File: src/rtl/if_fetch_stage.sv
// Instruction-fetch stage: PC register, next-PC select, imem req/ack with one-entry skid, IF/ID register.
// Optional macro IF_PERF_CNT_EN adds saturating stall/flush cycle counters.
module if_fetch_stage #(
  parameter logic [31:0] RESET_PC   = 32'h80000000,
  parameter logic [31:0] INT_VECTOR = 32'h80000004,
  parameter logic [31:0] EXC_VECTOR = 32'h80000008,
  parameter logic [31:0] NOP_INST   = 32'h00000000
) (
  input  logic        clk,
  input  logic        rst_n,
  input  logic [2:0]  PCSrc,
  input  logic        BranchHazard,
  input  logic        JumpHazard,
  input  logic        DataHazard,
  input  logic [31:0] branch_target,
  input  logic [31:0] jump_target,
  input  logic [31:0] jr_target,
  output logic        imem_req,
  output logic [31:0] imem_addr,
  input  logic        imem_ack,
  input  logic [31:0] imem_rdata,
  output logic [31:0] IF_ID_instruction,
  output logic [31:0] IF_ID_PC_plus_4,
  output logic [31:0] PC_Interrupt
`ifdef IF_PERF_CNT_EN
  ,
  output logic [31:0] perf_stall_cnt,
  output logic [31:0] perf_flush_cnt
`endif
);

  typedef enum logic [1:0] {S_FETCH, S_DROP, S_HOLD} state_t;

  state_t      r_state, w_state_nxt;
  logic        r_run;
  logic [31:0] r_pc, w_pc_nxt;
  logic [31:0] r_drop_addr, w_drop_addr_nxt;
  logic [31:0] r_skid, w_skid_nxt;
  logic [31:0] r_ifid_inst, w_ifid_inst_nxt;
  logic [31:0] r_ifid_pc4, w_ifid_pc4_nxt;
  logic [31:0] w_target_raw, w_target, w_pc_plus4;
  logic        w_redirect, w_req, w_ack;

  assign w_redirect = ~DataHazard & (BranchHazard | JumpHazard |
                                     (PCSrc == 3'b100) | (PCSrc == 3'b101));
  assign w_pc_plus4 = r_pc + 32'd4;

  always_comb begin
    case (PCSrc)
      3'b001:  w_target_raw = branch_target;
      3'b010:  w_target_raw = jump_target;
      3'b011:  w_target_raw = jr_target;
      3'b100:  w_target_raw = INT_VECTOR;
      3'b101:  w_target_raw = EXC_VECTOR;
      default: w_target_raw = w_pc_plus4;
    endcase
  end
  assign w_target = {w_target_raw[31:2], 2'b00};

  // r_run holds the request low during the reset cycle and restarts fetch right after it
  assign w_req     = r_run & (r_state != S_HOLD);
  assign w_ack     = w_req & imem_ack;
  assign imem_req  = w_req;
  assign imem_addr = (r_state == S_DROP) ? r_drop_addr : r_pc;

  always_comb begin
    w_state_nxt     = r_state;
    w_pc_nxt        = r_pc;
    w_drop_addr_nxt = r_drop_addr;
    w_skid_nxt      = r_skid;
    w_ifid_inst_nxt = NOP_INST;
    w_ifid_pc4_nxt  = w_pc_plus4;
    case (r_state)
      S_FETCH: begin
        if (w_ack) begin
          if (DataHazard) begin
            w_skid_nxt  = imem_rdata;
            w_state_nxt = S_HOLD;
          end else if (w_redirect) begin
            w_pc_nxt = w_target;
          end else begin
            w_ifid_inst_nxt = imem_rdata;
            w_pc_nxt        = w_pc_plus4;
          end
        end else if (w_redirect) begin
          w_pc_nxt = w_target;
          if (r_run) begin
            w_drop_addr_nxt = r_pc;
            w_state_nxt     = S_DROP;
          end
        end
      end
      S_DROP: begin
        if (w_redirect) w_pc_nxt = w_target;
        if (w_ack) w_state_nxt = S_FETCH;
      end
      S_HOLD: begin
        if (!DataHazard) begin
          w_state_nxt = S_FETCH;
          if (w_redirect) begin
            w_pc_nxt = w_target;
          end else begin
            w_ifid_inst_nxt = r_skid;
            w_pc_nxt        = w_pc_plus4;
          end
        end
      end
      default: w_state_nxt = S_FETCH;
    endcase
    // A load-use stall freezes IF/ID; a redirect flushes it to a bubble tagged with the target
    if (DataHazard) begin
      w_ifid_inst_nxt = r_ifid_inst;
      w_ifid_pc4_nxt  = r_ifid_pc4;
    end else if (w_redirect) begin
      w_ifid_inst_nxt = NOP_INST;
      w_ifid_pc4_nxt  = w_target + 32'd4;
    end
  end

  always_ff @(posedge clk or negedge rst_n) begin
    if (!rst_n) begin
      r_state     <= S_FETCH;
      r_run       <= 1'b0;
      r_pc        <= RESET_PC;
      r_drop_addr <= RESET_PC;
      r_skid      <= NOP_INST;
      r_ifid_inst <= NOP_INST;
      r_ifid_pc4  <= RESET_PC + 32'd4;
    end else begin
      r_state     <= w_state_nxt;
      r_run       <= 1'b1;
      r_pc        <= w_pc_nxt;
      r_drop_addr <= w_drop_addr_nxt;
      r_skid      <= w_skid_nxt;
      r_ifid_inst <= w_ifid_inst_nxt;
      r_ifid_pc4  <= w_ifid_pc4_nxt;
    end
  end

  assign IF_ID_instruction = r_ifid_inst;
  assign IF_ID_PC_plus_4   = r_ifid_pc4;
  assign PC_Interrupt      = r_ifid_pc4 - 32'd4;

`ifdef IF_PERF_CNT_EN
  logic [31:0] r_stall_cnt, r_flush_cnt;

  always_ff @(posedge clk or negedge rst_n) begin
    if (!rst_n) begin
      r_stall_cnt <= 32'd0;
      r_flush_cnt <= 32'd0;
    end else begin
      if (DataHazard && (r_stall_cnt != 32'hFFFFFFFF)) r_stall_cnt <= r_stall_cnt + 32'd1;
      if (w_redirect && (r_flush_cnt != 32'hFFFFFFFF)) r_flush_cnt <= r_flush_cnt + 32'd1;
    end
  end

  assign perf_stall_cnt = r_stall_cnt;
  assign perf_flush_cnt = r_flush_cnt;
`else
  // counters not built
`endif

endmodule

File: config.mk
export PLATFORM = sky130hd
export DESIGN_NAME = if_fetch_stage
export DESIGN_NICKNAME = d
export VERILOG_FILES = /design/src/rtl/if_fetch_stage.sv
export SDC_FILE = /design/constraint.sdc
export NUM_CORES = 1
export LEC_CHECK = 0
export ABC_AREA = 1
export BUFFER_PORTS_ARGS = -buffer_cell sky130_fd_sc_hd__buf_2
export CORE_MARGIN = 4
export CORE_UTILIZATION = 36
export CTS_BUF_LIST = sky130_fd_sc_hd__clkbuf_2
export DETAILED_ROUTE_END_ITERATION = 10
export PLACE_DENSITY = 0.6
export SLEW_MARGIN = 10
export SYNTH_ARGS = -nofsm -noshare
export SYNTH_HDL_FRONTEND = slang
export SYNTH_SLANG_ARGS = --single-unit
File: constraint.sdc
create_clock -name clk -period 2.93 [get_ports clk]
set_input_delay 0.1465 -clock clk [delete_from_list [all_inputs] [get_ports clk]]
set_output_delay 0.1465 -clock clk [all_outputs]
set_load 0.02 [all_outputs]
==> results of run 1 <==
[final timing paths]
path | endpoint | slack, ns | cells past startpoint
min in group asynchronous | r_drop_addr[31]$_DFFE_PN1P_ | 0.43 | 3
worst max register to register | IF_ID_PC_plus_4[25]$_DFFE_PN0N_ | 0.28 | 16
worst min-delay path | r_pc[28]$_DFFE_PN0P_ | 0.07 | 9
max in group asynchronous | IF_ID_PC_plus_4[2]$_DFFE_PN1N_ | 2.06 | 4
worst min register to register | IF_ID_instruction[26]$_DFFE_PN0N_ | 0.52 | 2
worst max-delay path | PC_Interrupt[29] | -0.21 | 13
[per-layer routing]
| layer | part of all wire, % | routed length (um) |
|---|---|---|
| met5 | 0 | 0 |
| met4 | 2.3 | 974 |
| met3 | 10 | 4160 |
| met2 | 44 | 18400 |
| met1 | 43 | 18000 |
[cell families after synthesis]
family	share of synthesized area (%)
buffers and inverters	8.06
adders and majority gates	0.789
muxes	3.25
and+or+nand+nor	31.4
AOI/OAI and AO/OA	17.4
DFF	36.8
other	0.0338
xor gates and xnor gates	2.29
[where the power goes]
group	switching [mW]	internal (mW)
clock network	0.955	0.343
logic	4.13	2.18
registers	0.708	3.06
[stage by stage]
step	cell area, sq um	instances	setup WS [ns]
floorplan	11100	1598	0.317
global placement	12800	2198	0.211
detailed placement	12800	2198	0.166
CTS	14400	2345	-0.391
global route	14600	2355	-0.503
finish	14600	2355	-0.214
[timing repair]
item,CTS,global route
hold buffers,97,3
pin swaps,18,16
endpoints found under the hold margin,286,3
resized for setup,52,20
setup buffers,18,5
setup endpoints to repair,17,37
[cell type report]
class                      count  share of cell area [%]
tap                          396                    3.40
antenna                        5                  0.0860
multi-input combinational   1216                    43.7
inverter                     136                    3.53
timing repair buffer         407                    19.5
clock inverter                14                    1.01
clock buffer                  18                   0.619
sequential                   163                    28.1
[cell usage in the layout (no fill, tap or decap), types with 51 or more instances in the layout]
cell / count
nor2_1: 158
buf_2: 240
nand3_1: 101
nand2_1: 422
buf_4: 51
dlygate4sd3_1: 99
dfrtp_1: 158
inv_1: 122
o21ai_0: 170
a21oi_1: 88
[flip-flops by register name (all words and copies together), names as in the netlist]
signal	count
IF_ID_PC_plus_4	32
r_drop_addr	32
r_skid	32
r_run	1
IF_ID_instruction	32
r_pc	32
r_state	2
[worst reg2reg max path, stage by stage (launching register included)]
cell	delay [ns]
dfrtp_2	0.51
ha_1	0.23
nand2_1	0.10
nor2_4	0.18
nand2_1	0.14
nor2_1	0.22
nand3_1	0.13
nand3_1	0.12
nand2_1	0.14
nor2_1	0.21
nand2_1	0.12
nor2_1	0.14
nand3_1	0.08
nand2_1	0.07
nand3_1	0.08
nand2_1	0.09
nand2_1	0.05
==> summary.md, run 1 <==
| Metric | Value |
|---|---|
| CP max FO | `3` |
| Cell taking the most area after synthesis | `dfrtp_1` |
| Busiest grt layer | `met2` |
| Least-Margin Pin Slew | `1.05 ns` |
| Synthesized flop and latch total | `163` |
| Fillers | `3046` |
| Critical path's top delay family | `simple AND/OR/NAND/NOR gates` |
| CP peak stage delay | `0.44 ns` |
| Die Wd | `184 um` |
| Reg-to-reg startpoint | `r_pc[2]$_DFFE_PN0P_` |
| Detail Route Antenna Nets | `0` |
| Fin. Hold Viols | `0` |
| Vias in the first global route | `11684` |
| DRC violations left | `0` |
| CTS H-tree lvls | `4` |
| TritonCTS clock tree | `yes` |
| Worst EP arrival | `3.00 ns` |
| VDD IR max | `0.000573 V` |
| Min-delay src | `branch_target[28]` |
| DRT iter0 DRCs | `1019` |
| Die height | `184 um` |
| Post-synth EDFFs | `0` |
| Clock transition at path regs | `0.28 ns` |
| Initial antenna violation count | `2` |
| Post-Syn Area per Cell | `6.95 sq um` |
| GRT met2 Usage | `38.3%` |
| GR Util met3 | `6.31%` |
| Initial Util | `36.4%` |
| Vias post-DR | `12285` |
| FFs w/ async S/R, synth | `100%` |
| Final min period | `3.14 ns` |
| CP max-delay cell | `dfrtp_1` |
| Dominant cell by count in the synthesized netlist | `nand2_1` |
| Critical path cell sequence | `inv_2 -> buf_4 -> nand3_4 -> nor3_4 -> and2_4 -> nand2_4 -> nor2_4 -> nand2_2 -> nor3_4 -> nand3_2 -> nor3_2 -> xor2_1 -> buf_4` |
| Area Overhead vs Synth | `31.1%` |
| Worst setup path class | `register to output port` |
| CTS sink cnt | `163` |
| F_max | `0.318 GHz` |
| Cell variety after synth | `47` |
| First-pass GRT wire length | `64.5 mm` |
| Failing checks | `negative setup slack` |
| Mapped cell area | `11100 sq um` |
| P_leak | `6.95 nW` |
| Clk Latency, worst-skew pair | `0.81 ns` |
| Synth top area share | `35.8%` |
| Run status | `finished, violations left` |
| Layout cell share with drive strength beyond 1 | `23.2%` |
| Post-Synthesis Cells | `1598` |
| Worst Path Buf+Inv | `3` |
| All-Layer GR Usage | `24.2%` |
| Fin. max-slew vios | `0` |
| Number of buffers created by CTS | `17` |
| I/O Buffers | `259` |
| CP required | `2.78 ns` |
| Largest net degree at the start of global routing | `89` |
| Synth cell count leaders | `nand2_1 (428), o21ai_0 (171), nor2_1 (162), dfrtp_1 (159), inv_1 (125)` |
| Fin Hold WS | `0.0687 ns` |
| Root buffer cell | `clkbuf_2` |
| PnR Total Power | `11.4 mW` |
| # setup viols final | `11` |
| Detailed-placement wirelength estimate | `29.6 mm` |
| Synth warnings | `0` |
| Power per cell area | `782 nW/um^2` |
| Seq/Total Area, Yosys | `36.8%` |
| Worst Setup SP | `IF_ID_PC_plus_4[3]$_DFFE_PN0N_` |
| Routed wire length | `41.6 mm` |
| Worst hold-check path type | `input pin to register` |
| RSZ-0062 raised after global routing | `yes` |
| Crit end category | `output port` |
| DR pass1 iterations | `6` |
| I/O Pins | `266` |
| CTS max path bufs | `2` |
| Worst slew margin | `29.5%` |
| Final setup margin | `-0.214 ns` |
| Met1 usage | `32.8%` |
| Synth area leaders | `dfrtp_1 (36%), nand2_1 (14%), o21ai_0 (7.7%), nor2_1 (5.5%), nand3_1 (4.8%)` |
| Post-synth net total | `1742` |
| Wire length per cell | `17.7 um` |
| Clk_skew | `0.0411 ns` |
| Main synth FF type | `dfrtp_1` |
| Via density | `5.22` |
| Max-cap violations | `0` |
| Num rows | `64` |
| Layout net count | `2085` |
| Grt total ovfl | `0` |
| Final worst path period share | `107%` |
| Post-layout util | `47.7%` |
| CP Launch Type | `register` |
| TNS Setup | `-1.07 ns` |
| Area of the multi-input gates | `6360 sq um` |
| Placeable Area | `30500 sq um` |
| Die area | `33700 sq um` |
| Routability cong. | `0.957` |
| Storage element area | `4090 sq um` |
Power figures use the tool's default switching activity.
==> run 2: changes to the inputs <==
BUFFER_PORTS_ARGS = not set   (was -buffer_cell sky130_fd_sc_hd__buf_2)
DONT_BUFFER_PORTS = 1   (was not set)
PLACE_DENSITY = 0.53   (was 0.6)
==> summary.md, run 2 (synthesis results as in run 1) <==
| Metric | Value |
|---|---|
| Switching share of power | `49.7% (was 50.9%)` |
| DR pass1 iterations | `5 (was 6)` |
| TritonCTS clock tree | `yes (unchanged)` |
| Design Area, Final | `14600 sq um (about the same)` |
| CTS sink cnt | `163 (unchanged)` |
| Number of buffers created by CTS | `17 (unchanged)` |
| Worst EP arrival | `3.16 ns (was 3.00 ns)` |
| Detailed-placement wirelength estimate | `28.8 mm (was 29.6 mm)` |
| Worst hold-check path type | `input pin to asynchronous set/reset pin (was input pin to register)` |
| CP max FO | `2 (was 3)` |
| Root buffer cell | `clkbuf_2 (unchanged)` |
| Clk Latency, worst-skew pair | `0.82 ns (was 0.81 ns)` |
| Sequential share of power | `32.7% (was 33.1%)` |
| Cts hold-fix bufs | `175 (was 97)` |
| Vias in the first global route | `11612 (was 11684)` |
| CP Launch Type | `register (unchanged)` |
| Wire length per cell | `18.9 um (was 17.7 um)` |
| Die height | `184 um (unchanged)` |
| Largest net degree at the start of global routing | `164 (was 89)` |
| Num rows | `64 (unchanged)` |
| RSZ-0062 raised after global routing | `yes (unchanged)` |
| VDD IR max | `0.000470 V (was 0.000573 V)` |
| Placeable Area | `30500 sq um (unchanged)` |
| Fin. Hold Viols | `164 (was 0)` |
| Area Overhead vs Synth | `31.3% (was 31.1%)` |
| P_leak | `6.52 nW (was 6.95 nW)` |
| First-pass GRT wire length | `65.2 mm (was 64.5 mm)` |
| Final cell count without fillers | `2231 (was 2355)` |
| Failing checks | `negative hold slack, negative setup slack (was negative setup slack)` |
| I/O Buffers | `0 (was 259)` |
| Crit end category | `output port (unchanged)` |
| Fin Hold WS | `-1.02 ns (was 0.0687 ns)` |
| CTS max path bufs | `2 (unchanged)` |
| Worst slew margin | `46.5% (was 29.5%)` |
| Clock power frac | `11.3% (was 11.4%)` |
| Layout cell share with drive strength beyond 1 | `16.4% (was 23.2%)` |
| Grt total ovfl | `0 (unchanged)` |
| DRC violations left | `0 (unchanged)` |
| Commonest non-fill, non-tap cells in the layout | `nand2_1 (415), dlygate4sd3_1 (169), o21ai_0 (167), dfrtp_1 (151), nor2_1 (146) (was nand2_1 (422), buf_2 (240), o21ai_0 (170), dfrtp_1 (158), nor2_1 (158))` |
| Routed wire length | `42.2 mm (was 41.6 mm)` |
| Layout net count | `1964 (was 2085)` |
| Post-layout util | `47.8% (was 47.7%)` |
| Fin. max-slew vios | `0 (unchanged)` |
| Initial Util | `36.4% (unchanged)` |
| Clock transition at path regs | `0.31 ns (was 0.28 ns)` |
| Routability cong. | `0.885 (was 0.957)` |
| R2R Setup Slk | `0.10 ns (was 0.28 ns)` |
| Power per cell area | `825 nW/um^2 (was 782 nW/um^2)` |
| Worst setup path class | `register to output port (unchanged)` |
| DRT iter0 DRCs | `884 (was 1019)` |
| CP required | `2.78 ns (about the same)` |
| Detail Route Antenna Nets | `0 (unchanged)` |
| All-Layer GR Usage | `24.5% (was 24.2%)` |
| Clk_skew | `0.0568 ns (was 0.0411 ns)` |
| Final min period | `3.31 ns (was 3.14 ns)` |
| Final setup margin | `-0.376 ns (was -0.214 ns)` |
| Initial antenna violation count | `2 (unchanged)` |
| CTS H-tree lvls | `4 (unchanged)` |
| # setup viols final | `13 (was 11)` |
| Logic pwr share | `56.0% (was 55.5%)` |
| Die Wd | `184 um (unchanged)` |
| Run status | `finished, violations left (unchanged)` |
| Via density | `5.32 (was 5.22)` |
| Least-Margin Pin Slew | `0.802 ns (was 1.05 ns)` |
| I/O Pins | `266 (unchanged)` |
| Die area | `33700 sq um (unchanged)` |
| Max-cap violations | `0 (unchanged)` |
| Power Internal | `6.06 mW (was 5.58 mW)` |
| Psw | `5.97 mW (was 5.79 mW)` |
| Placed cell count | `1985 (was 2198)` |
| F_max | `0.302 GHz (was 0.318 GHz)` |
| Placed cell area | `11800 sq um (was 12800 sq um)` |
| Most common cell after layout, fill and taps aside | `nand2_1 (unchanged)` |
| Final worst path period share | `113% (was 107%)` |
| Vias post-DR | `11870 (was 12285)` |
==> run 2: changes by cell type in the layout (fill, tap and decap cells not counted), sizes merged <==
cell,previous run,this run
bufinv,1,0
dlygate4sd3,99,169
buf,308,114
clkinvlp,3,0
dlymetal6s4s,0,3
clkbuf,18,17
clkinv,4,8
inv,142,143
diode,5,2
==> run 2: metrics by stage <==
step                      setup WS [ns]  TNS (ns)  total power [mW]
after CTS                        -0.456     -5.51              11.8
after global placement            0.102         0              9.56
after floorplan                   0.317         0              7.68
after global routing             -0.546     -5.89              13.1
final                            -0.376     -2.94              12.0
after detailed placement         0.0505         0              9.66
==> run 2: worst max-delay path, cell delays in order, from the launching register on <==
cell	delay, ns
dfstp_2	0.47
inv_2	0.09
ha_4	0.15
nand2_4	0.05
nor2_4	0.10
nand3b_1	0.16
nor2_2	0.16
nand2_2	0.10
buf_4	0.15
buf_6	0.11
nor4_2	0.15
buf_4	0.18
nand4_1	0.11
xnor2_1	0.21
buf_4	0.18
==> run 2: worst paths after layout <==
path	from	end	cells past startpoint
worst max-delay path	IF_ID_PC_plus_4[2]$_DFFE_PN1N_	PC_Interrupt[28]	14
worst min-delay path	rst_n	r_skid[3]$_DFFE_PN0P_	0
worst max register to register	r_pc[5]$_DFFE_PN0P_	IF_ID_PC_plus_4[5]$_DFFE_PN0N_	13
worst min register to register	r_drop_addr[31]$_DFFE_PN1P_	r_drop_addr[31]$_DFFE_PN1P_	2
max in group asynchronous	rst_n	IF_ID_PC_plus_4[2]$_DFFE_PN1N_	0
min in group clk	jr_target[9]	IF_ID_PC_plus_4[9]$_DFFE_PN0N_	7
==> run 2: power groups by stage <==
| stage | Clock, mW | Sequential (mW) | Combinational (mW) |
|---|---|---|---|
| floorplan | 0 | 3.73 | 3.95 |
| global placement | 0 | 3.90 | 5.65 |
| detailed placement | 0 | 3.94 | 5.72 |
| CTS | 1.41 | 3.90 | 6.45 |
| global route | 1.50 | 4.05 | 7.55 |
| finish | 1.36 | 3.93 | 6.74 |
==> run 2: cell type report <==
type | count | area, sq um
multi-input cells | 1216 | 6530
fillers | 2967 | 15900
diodes | 2 | 5.00
flip-flops and latches | 163 | 4090
clock inverters | 15 | 183
inverters | 136 | 515
clock buffers | 17 | 85.1
well taps | 396 | 495
repair buffers | 286 | 2670
==> run 2: layer usage <==
layer  track usage, %  up-vias  share of wire (%)
li1                 -     5775                  -
met1             33.2     5508                 43
met2             38.6      533                 44
met3             6.81       54                 10
met4             6.50        0                2.2
met5                0        -                  0
==> run 2: timing repair <==
item	in CTS	in global routing
buffers inserted	16	24
endpoints found under the setup margin	21	99
resized for setup	39	64
pin swaps	14	27
hold endpoints to repair	300	163
